**src/rtl/operand_fetch_if.sv**
```systemverilog
// Decode-to-fetch and fetch-to-execute handshake bundle for operand_fetch.
// The fetch block is the slave; the decode/execute side is the master.
interface operand_fetch_if #(
  parameter int XLEN = 64
);
  logic            in_valid;
  logic            in_ready;
  logic [4:0]      in_rs1_addr;
  logic [4:0]      in_rs2_addr;
  logic [4:0]      in_rd_addr;
  logic            in_rd_wen;

  logic            out_valid;
  logic            out_ready;
  logic [XLEN-1:0] out_rs1_data;
  logic [XLEN-1:0] out_rs2_data;
  logic [4:0]      out_rd_addr;
  logic            out_rd_wen;

  modport master (
    output in_valid, in_rs1_addr, in_rs2_addr, in_rd_addr, in_rd_wen, out_ready,
    input  in_ready, out_valid, out_rs1_data, out_rs2_data, out_rd_addr, out_rd_wen
  );

  modport slave (
    input  in_valid, in_rs1_addr, in_rs2_addr, in_rd_addr, in_rd_wen, out_ready,
    output in_ready, out_valid, out_rs1_data, out_rs2_data, out_rd_addr, out_rd_wen
  );
endinterface

```
**src/rtl/operand_fetch.sv**
```systemverilog
// Operand fetch stage: busy scoreboard, writeback bypass and one-entry output buffer.
// Optional macro STALL_COUNT_EN adds a saturating 32-bit hazard stall counter port.
module operand_fetch #(
  parameter int XLEN = 64,
  parameter int NREG = 32
) (
  input  logic            clk,
  input  logic            rst,
  operand_fetch_if.slave  io,
  output logic [4:0]      rf_rs1_addr,
  output logic [4:0]      rf_rs2_addr,
  input  logic [XLEN-1:0] rf_rs1_data,
  input  logic [XLEN-1:0] rf_rs2_data,
  input  logic            wb_valid,
  input  logic [4:0]      wb_rd_addr,
  input  logic [XLEN-1:0] wb_rd_data,
  output logic [NREG-1:0] busy_mask
`ifdef STALL_COUNT_EN
  ,
  output logic [31:0]     stall_count
`endif
);

  logic [NREG-1:0] busy_q;
  logic [NREG-1:0] busy_d;

  logic            out_valid_q;
  logic [XLEN-1:0] out_rs1_q;
  logic [XLEN-1:0] out_rs2_q;
  logic [4:0]      out_rd_addr_q;
  logic            out_rd_wen_q;

  logic            wb_live;
  logic            wb_hit_rs1;
  logic            wb_hit_rs2;
  logic            wb_hit_rd;
  logic            avail_rs1;
  logic            avail_rs2;
  logic            rd_hazard;
  logic            hazard;
  logic            in_ready_int;
  logic            accept;
  logic [XLEN-1:0] op_rs1;
  logic [XLEN-1:0] op_rs2;

  assign rf_rs1_addr = io.in_rs1_addr;
  assign rf_rs2_addr = io.in_rs2_addr;

  // Writebacks to x0 never bypass and never touch the scoreboard.
  assign wb_live    = wb_valid && (wb_rd_addr != 5'd0);
  assign wb_hit_rs1 = wb_live && (wb_rd_addr == io.in_rs1_addr);
  assign wb_hit_rs2 = wb_live && (wb_rd_addr == io.in_rs2_addr);
  assign wb_hit_rd  = wb_live && (wb_rd_addr == io.in_rd_addr);

  assign avail_rs1 = (io.in_rs1_addr == 5'd0) || !busy_q[io.in_rs1_addr] || wb_hit_rs1;
  assign avail_rs2 = (io.in_rs2_addr == 5'd0) || !busy_q[io.in_rs2_addr] || wb_hit_rs2;
  assign rd_hazard = io.in_rd_wen && (io.in_rd_addr != 5'd0) &&
                     busy_q[io.in_rd_addr] && !wb_hit_rd;
  assign hazard    = !avail_rs1 || !avail_rs2 || rd_hazard;

  assign in_ready_int = !hazard && (!out_valid_q || io.out_ready);
  assign accept       = io.in_valid && in_ready_int;
  assign io.in_ready  = in_ready_int;

  always_comb begin
    op_rs1 = rf_rs1_data;
    op_rs2 = rf_rs2_data;
    if (io.in_rs1_addr == 5'd0) begin
      op_rs1 = '0;
    end else if (wb_hit_rs1) begin
      op_rs1 = wb_rd_data;
    end
    if (io.in_rs2_addr == 5'd0) begin
      op_rs2 = '0;
    end else if (wb_hit_rs2) begin
      op_rs2 = wb_rd_data;
    end
  end

  // A set from a new accept overrides a same-cycle writeback clear.
  always_comb begin
    busy_d = busy_q;
    if (wb_live) begin
      busy_d[wb_rd_addr] = 1'b0;
    end
    if (accept && io.in_rd_wen && (io.in_rd_addr != 5'd0)) begin
      busy_d[io.in_rd_addr] = 1'b1;
    end
    busy_d[0] = 1'b0;
  end

  always_ff @(posedge clk or posedge rst) begin
    if (rst) begin
      busy_q <= '0;
    end else begin
      busy_q <= busy_d;
    end
  end

  always_ff @(posedge clk or posedge rst) begin
    if (rst) begin
      out_valid_q   <= 1'b0;
      out_rs1_q     <= '0;
      out_rs2_q     <= '0;
      out_rd_addr_q <= '0;
      out_rd_wen_q  <= 1'b0;
    end else if (accept) begin
      out_valid_q   <= 1'b1;
      out_rs1_q     <= op_rs1;
      out_rs2_q     <= op_rs2;
      out_rd_addr_q <= io.in_rd_addr;
      out_rd_wen_q  <= io.in_rd_wen;
    end else if (io.out_ready) begin
      out_valid_q   <= 1'b0;
    end
  end

  assign io.out_valid    = out_valid_q;
  assign io.out_rs1_data = out_rs1_q;
  assign io.out_rs2_data = out_rs2_q;
  assign io.out_rd_addr  = out_rd_addr_q;
  assign io.out_rd_wen   = out_rd_wen_q;
  assign busy_mask       = busy_q;

`ifdef STALL_COUNT_EN
  logic [31:0] stall_q;

  always_ff @(posedge clk or posedge rst) begin
    if (rst) begin
      stall_q <= '0;
    end else if (io.in_valid && hazard && (stall_q != 32'hFFFF_FFFF)) begin
      stall_q <= stall_q + 32'd1;
    end
  end

  assign stall_count = stall_q;
`endif

endmodule

```
**src/flat_wrapper.sv**
```systemverilog
// flat-port wrapper written by rule: the top's interface ports become plain ports
module operand_fetch_flat 
#(
  parameter int XLEN = 64,
  parameter int NREG = 32
)
  (clk, rst, rf_rs1_addr, rf_rs2_addr, rf_rs1_data, rf_rs2_data, wb_valid, wb_rd_addr, wb_rd_data, busy_mask, io_in_valid, io_in_rs1_addr, io_in_rs2_addr, io_in_rd_addr, io_in_rd_wen, io_out_ready, io_in_ready, io_out_valid, io_out_rs1_data, io_out_rs2_data, io_out_rd_addr, io_out_rd_wen);
  operand_fetch_if #(.XLEN(XLEN)) io_i ();
  input  logic clk;
  input  logic rst;
  output logic [4:0] rf_rs1_addr;
  output logic [4:0] rf_rs2_addr;
  input  logic [XLEN-1:0] rf_rs1_data;
  input  logic [XLEN-1:0] rf_rs2_data;
  input  logic wb_valid;
  input  logic [4:0] wb_rd_addr;
  input  logic [XLEN-1:0] wb_rd_data;
  output logic [NREG-1:0] busy_mask;
  input wire logic [$bits(io_i.in_valid)-1:0] io_in_valid;
  input wire logic [$bits(io_i.in_rs1_addr)-1:0] io_in_rs1_addr;
  input wire logic [$bits(io_i.in_rs2_addr)-1:0] io_in_rs2_addr;
  input wire logic [$bits(io_i.in_rd_addr)-1:0] io_in_rd_addr;
  input wire logic [$bits(io_i.in_rd_wen)-1:0] io_in_rd_wen;
  input wire logic [$bits(io_i.out_ready)-1:0] io_out_ready;
  output wire logic [$bits(io_i.in_ready)-1:0] io_in_ready;
  output wire logic [$bits(io_i.out_valid)-1:0] io_out_valid;
  output wire logic [$bits(io_i.out_rs1_data)-1:0] io_out_rs1_data;
  output wire logic [$bits(io_i.out_rs2_data)-1:0] io_out_rs2_data;
  output wire logic [$bits(io_i.out_rd_addr)-1:0] io_out_rd_addr;
  output wire logic [$bits(io_i.out_rd_wen)-1:0] io_out_rd_wen;
  assign io_i.in_valid = io_in_valid;
  assign io_i.in_rs1_addr = io_in_rs1_addr;
  assign io_i.in_rs2_addr = io_in_rs2_addr;
  assign io_i.in_rd_addr = io_in_rd_addr;
  assign io_i.in_rd_wen = io_in_rd_wen;
  assign io_i.out_ready = io_out_ready;
  assign io_in_ready = io_i.in_ready;
  assign io_out_valid = io_i.out_valid;
  assign io_out_rs1_data = io_i.out_rs1_data;
  assign io_out_rs2_data = io_i.out_rs2_data;
  assign io_out_rd_addr = io_i.out_rd_addr;
  assign io_out_rd_wen = io_i.out_rd_wen;
  operand_fetch #(.XLEN(XLEN), .NREG(NREG)) u_core (.clk(clk), .rst(rst), .io(io_i), .rf_rs1_addr(rf_rs1_addr), .rf_rs2_addr(rf_rs2_addr), .rf_rs1_data(rf_rs1_data), .rf_rs2_data(rf_rs2_data), .wb_valid(wb_valid), .wb_rd_addr(wb_rd_addr), .wb_rd_data(wb_rd_data), .busy_mask(busy_mask));
endmodule
```
**config.mk**
```make
export PLATFORM = sky130hd
export DESIGN_NAME = operand_fetch_flat
export DESIGN_NICKNAME = d
export VERILOG_FILES = /design/src/rtl/operand_fetch_if.sv /design/src/rtl/operand_fetch.sv /design/src/flat_wrapper.sv
export SDC_FILE = /design/constraint.sdc
export NUM_CORES = 1
export LEC_CHECK = 0
export ABC_CLOCK_PERIOD_IN_PS = 5800
export CAP_MARGIN = 20
export CORE_UTILIZATION = 27
export CTS_CLUSTER_SIZE = 24
export DETAILED_ROUTE_END_ITERATION = 6
export HOLD_SLACK_MARGIN = 0.05
export PLACE_DENSITY = 0.63
export SLEW_MARGIN = 5
export SYNTH_ARGS = -nofsm -noshare
export SYNTH_HDL_FRONTEND = slang
export SYNTH_SLANG_ARGS = --single-unit
```
**constraint.sdc**
```tcl
create_clock -name clk -period 5.8 [get_ports clk]
set_input_delay 0.87 -clock clk [delete_from_list [all_inputs] [get_ports clk]]
set_output_delay 0.87 -clock clk [all_outputs]
set_load 0.03 [all_outputs]
```
; ---- Word-level counts from Yosys, hierarchy flattened
; Index checks and enable logic that the tools add are counted.
[classes]
multipliers = 0
n_eq_ne = 3
reduce_logical = 32
shift = 0
mux = 18
n_addsub = 0
n_div = 0
bitwise_logic = 3
magnitude_cmp = 6
[ops]
columns = operator, count
row1 = two-way mux 64 bit, 4
row2 = two-way mux 32 bit, 2
row3 = bitwise AND 32 bit, 1
row4 = NOT 32 bit, 1
row5 = bitwise OR 32 bit, 1
row6 = "< comparator 5 x 6 -> 1 bit, second input constant", 4
row7 = binary-select mux 1 bit (select 5 bit), 3
row8 = equality test 5 bit, 3
row9 = logical AND 1 bit, 13
row10 = demux 1 bit (select 5 bit), 2
row11 = ">= comparator 5 x 1 -> 1 bit, second input constant", 2
row12 = logical NOT 5 bit, 2
row13 = nonzero test 5 bit, 2
row14 = logical NOT 1 bit, 7
row15 = logical OR 1 bit, 7
row16 = two-way mux 1 bit, 7
row17 = nonzero test 2 bit, 1
[totals]
latch_bits = 0
inputBits = 218
mem_count = 0
regBits = 166
romBits = 0
mem_bits_rw = 0

; ---- Longest topological paths before layout
[logic_depth]
word_depth = 14
ltp_mapped = 12
depth_no_buf = 7

; ---- Worst setup path before layout
; Ideal clock, no wire load.
[synth_timing]
path_kind = input to output
startpoint = in io_in_rs2_addr[0]
endpoint = out io_in_ready
t_required_ps = 4930
n_path_buf = 1
setup_slack_ps = 2431
arrival_time_ps = 2499
cell_stages = 7
path_cell_list = buf_4 > mux4_2 > mux2i_1 > mux2i_1 > a211o_1 > a22oi_2 > and2_1
[synth_between]
elab_chain_cells = 10
[synth_rtl]
columns = item, line_no
row1 = start: declaration, flat_wrapper.sv:21  ; input wire logic [$bits(io_i.in_rs2_addr)-1:0] io_in_rs2_addr;
row2 = binary-select mux 1 bit (select 5 bit), operand_fetch.sv:56  ; assign avail_rs2 = (io.in_rs2_addr == 5'd0) || !busy_q[io.in_rs2_addr] || wb_hit_rs2;
row3 = two-way mux 1 bit (not written as such), operand_fetch.sv:56
row4 = logical NOT 1 bit, operand_fetch.sv:56
row5 = logical OR 1 bit, operand_fetch.sv:56
row6 = logical OR 1 bit (*), operand_fetch.sv:56
row7 = logical NOT 1 bit (*), operand_fetch.sv:59  ; assign hazard = !avail_rs1 || !avail_rs2 || rd_hazard;
row8 = logical OR 1 bit (*) (2 in a row), operand_fetch.sv:59
row9 = logical NOT 1 bit (*), operand_fetch.sv:61  ; assign in_ready_int = !hazard && (!out_valid_q || io.out_ready);
row10 = logical AND 1 bit (*), operand_fetch.sv:61
row11 = end: declaration, flat_wrapper.sv:25  ; output wire logic [$bits(io_i.in_ready)-1:0] io_in_ready;
; Every way passes the cells marked *; elsewhere a longest branch is shown, timed or not. The select of a mux whose other input is x is not followed.

; ---- Worst setup path in the final report
[layout_timing]
startpoint = in io_in_rs1_addr[0]
endpoint = out io_in_ready
[layout_between]
elab_chain_cells = 10
[layout_rtl]
columns = item, line_no
row1 = start: declaration, flat_wrapper.sv:20  ; input wire logic [$bits(io_i.in_rs1_addr)-1:0] io_in_rs1_addr;
row2 = binary-select mux 1 bit (select 5 bit), operand_fetch.sv:55  ; assign avail_rs1 = (io.in_rs1_addr == 5'd0) || !busy_q[io.in_rs1_addr] || wb_hit_rs1;
row3 = two-way mux 1 bit (not written as such), operand_fetch.sv:55
row4 = logical NOT 1 bit, operand_fetch.sv:55
row5 = logical OR 1 bit, operand_fetch.sv:55
row6 = logical OR 1 bit (*), operand_fetch.sv:55
row7 = logical NOT 1 bit (*), operand_fetch.sv:59
row8 = logical OR 1 bit (*) (2 in a row), operand_fetch.sv:59
row9 = logical NOT 1 bit (*), operand_fetch.sv:61
row10 = logical AND 1 bit (*), operand_fetch.sv:61
; Marks and branches as above.

==> impl_metrics.json <==
{
  "synth_edf_count": 0,
  "min_to": "u_core.io.out_rs2_data[2]",
  "root_buffer": "clkbuf_16",
  "worst_r2r_path_depth": 8,
  "drtIter0Drc": 465,
  "grt_overflow": 0,
  "relSlewSlack_pct": 28.6,
  "fin_ws_ns": 0.894,
  "synth-seq-area-share_pct": 47.1,
  "fin_setup_tns_ns": 0,
  "cts.path.max_buffers": 2,
  "dieWidth_um": 183,
  "worstSetupStartpointType": "input pin",
  "worstReg2RegStart": "u_core.busy_mask[3]",
  "dp_worst_setup_slack_ns": 0.880,
  "place_congestion": 0.925,
  "ys_top_cells_by_count": "166 x dfrtp_1, 128 x a22o_1, 80 x mux2_1",
  "period_share_pct": 84.6,
  "synth_seq_cells": 166,
  "hold_class": "register to register",
  "ios": 396,
  "power_density_mw_per_mm2": 384,
  "fin_crit_ns": 4.91,
  "min-delay-start": "u_core.io.out_rs2_data[2]",
  "cpMostUsedCell": "clkdlybuf4s50_1",
  "cpPeakStageDelay_ns": 0.90,
  "avgRoutedWirePerCell_um": 22.5,
  "ff2ff_setup_slack_ns": 2.53,
  "synth_top_cell_by_area": "dfrtp_1",
  "grt_pass1_vias": 8133,
  "netlist_top_cells_area": "dfrtp_1 47%, a22o_1 13%, mux2_1 10%, mux2_2 7.5%, mux4_2 3.6%",
  "cp.required_ns": 4.93,
  "stdcell_area_mm2": 0.0136,
  "syn_area_mm2": 0.00882,
  "track_usage_pct": 20.2,
  "clk_pin_slew_ns": 0.07,
  "end_kind": "primary output",
  "synthDistinctLibCells": 42,
  "rsz0062_at_grt": "false",
  "io_buffers": 394,
  "clock_sinks": 166,
  "hpwlAfterDp_um": 23200,
  "cp.arrival_ns": 4.04,
  "path_class": "input pin to primary output",
  "post-cts-setup-buffers": 0,
  "slowest_stage": "clkdlybuf4s50_1",
  "syn_avg_cell_area_um2": 12.5,
  "start_util_pct": 27.7,
  "yosysWarnings": 0,
  "vias": 7741,
  "setup_viol": 0,
  "crit_chain": "clkdlybuf4s50_1 > mux2_2 > a221oi_1 > or3_1 > a31oi_1 > o21ai_0 > and2_1 > clkdlybuf4s50_1",
  "syn-num-nets": 921,
  "clk_latency_ns": 0.46,
  "drv_slew": 0,
  "cpLargestDelayFamily": "buffers and inverters",
  "antenna_found_initial": 3,
  "finalHoldViolations": 0,
  "core_area_mm2": 0.0319,
  "vias_per_cell": 5.18,
  "rows": 65,
  "htree_levels": 4,
  "layout-drive-gt1-share_pct": 11.6,
  "skew_ns": 0.0190,
  "syn_inst": 703,
  "max-cap-violations": 0,
  "cts_tree": "done",
  "postRouteAntennaNets": 0,
  "hold_depth": 1,
  "drcViolationCount": 0,
  "cellLeakagePower_nw": 5.58,
  "crit_fanout": 12,
  "drtPass1Iterations": 5,
  "tightest_slew_ns": 1.07,
  "routed_wl_um": 33600,
  "clock.fmax_ghz": 0.204,
  "async_flop_share_pct": 100,
  "die_area_mm2": 0.0334,
  "ir_drop_mv": 0.253,
  "cts_buffers": 17,
  "status": "completed",
  "grt_max_degree": 99,
  "yosysMostFrequentCell": "dfrtp_1",
  "grt_pass1_wl_um": 50400,
  "finalNetCount": 1263,
  "hold_buffers": 0,
  "placed_cell_area_mm2": 0.0130,
  "post_cts_resized": 0,
  "syn2layout_area_growth_pct": 53.6,
  "reg2reg_to": "u_core.io.out_rs2_data[57]",
  "cp_num_buf_inv": 2,
  "die_y_um": 183,
  "yosys.area.top_type_share_pct": 47.1,
  "ys.flop_type": "dfrtp_1"
}
==> worst register-to-register path, delay by kind of cell, from the launching register on <==
family | cells | cell delay, ns
AO/OA/AOI/OAI | 3 | 0.78
buffers and inverters | 1 | 0.37
flip-flops | 1 | 0.49
multiplexers | 2 | 0.75
AND/OR/NAND/NOR | 2 | 0.76
==> where the power goes <==
part           switching [mW]  internal, mW
sequential              0.237          1.51
clock                   0.532         0.592
combinational            1.26          1.07
total                    2.03          3.17
==> layout by cell type (no fill, tap or decap), types with 3 or more instances in the layout <==
| cell type | count |
|---|---|
| clkdlybuf4s50_1 | 394 |
| dfrtp_1 | 166 |
| a22o_1 | 128 |
| mux2_1 | 80 |
| mux2_2 | 59 |
| o31ai_1 | 34 |
| o21ai_0 | 33 |
| mux2i_1 | 17 |
| clkbuf_16 | 17 |
| mux4_2 | 14 |
| nand3_1 | 12 |
| xnor2_1 | 9 |
| nand3b_1 | 9 |
| o22ai_1 | 7 |
| xor2_1 | 6 |
| inv_6 | 5 |
| buf_4 | 5 |
| nor2_1 | 4 |
| nor4_1 | 4 |
| or3b_2 | 4 |
| nand2_1 | 4 |
| nor2b_1 | 4 |
| clkinvlp_4 | 4 |
| or3_1 | 3 |
| inv_1 | 3 |
| clkinv_2 | 3 |
| buf_12 | 3 |
==> registers in the layout (all words and copies together) (netlist names) <==
signal,cells
u_core.io.out_rs2_data,64
u_core.io.out_rd_addr,5
u_core.busy_mask,31
u_core.io.out_valid,1
u_core.io.out_rd_wen,1
u_core.io.out_rs1_data,64
==> stage by stage <==
step,total power [mW],hold slack (ns),util [%],cells
final,5.20,0.485,42.5,1494
after global placement,4.08,0.467,40.8,1461
after global routing,5.44,0.496,42.5,1494
after CTS,5.25,0.489,42.5,1492
after detailed placement,4.10,0.474,40.8,1461
after floorplan,2.99,0.689,-,703
==> area by class of cell <==
cell class                      count  area (um^2)
Clock buffer                       17          425
Clock inverter                     14          128
Sequential cell                   166         4150
Timing Repair Buffer              402         4040
Antenna cell                        2         5.00
Multi-Input combinational cell    454         4230
Fill cell                        3054        18300
Tap cell                          435          544
Inverter                            4         20.0
==> kinds of logic after synthesis <==
kind of cell / Yosys count / synth area share (%)
other cells: 1 / 0.0425
xor+xnor: 15 / 1.49
flops: 166 / 47.1
buf+inv: 83 / 5.36
simple gates: 56 / 3.89
mux: 170 / 23.3
compound gates: 212 / 18.9
==> routing by layer <==
metal  track usage (%)  wire, um  up-vias
met4              6.99       726        2
met5                 0        11        -
met3              8.00      3530       51
li1                  -         -     3391
met1              24.5     13400     3871
met2              32.5     15900      426
==> worst max-delay path by stage <==
stage	cells past startpoint	slack [ns]	end	startpoint
final	8	0.89	io_in_ready	io_in_rs1_addr[0]
after global routing	8	0.74	io_in_ready	io_in_rs2_addr[0]
after CTS	8	0.87	io_in_ready	io_in_rs2_addr[0]
after detailed placement	8	0.88	io_in_ready	io_in_rs2_addr[0]
after global placement	8	0.90	io_in_ready	io_in_rs2_addr[0]
after floorplan	1	0.44	u_core.busy_mask[10]	rst
No activity file was read; power rests on OpenSTA's default activity.
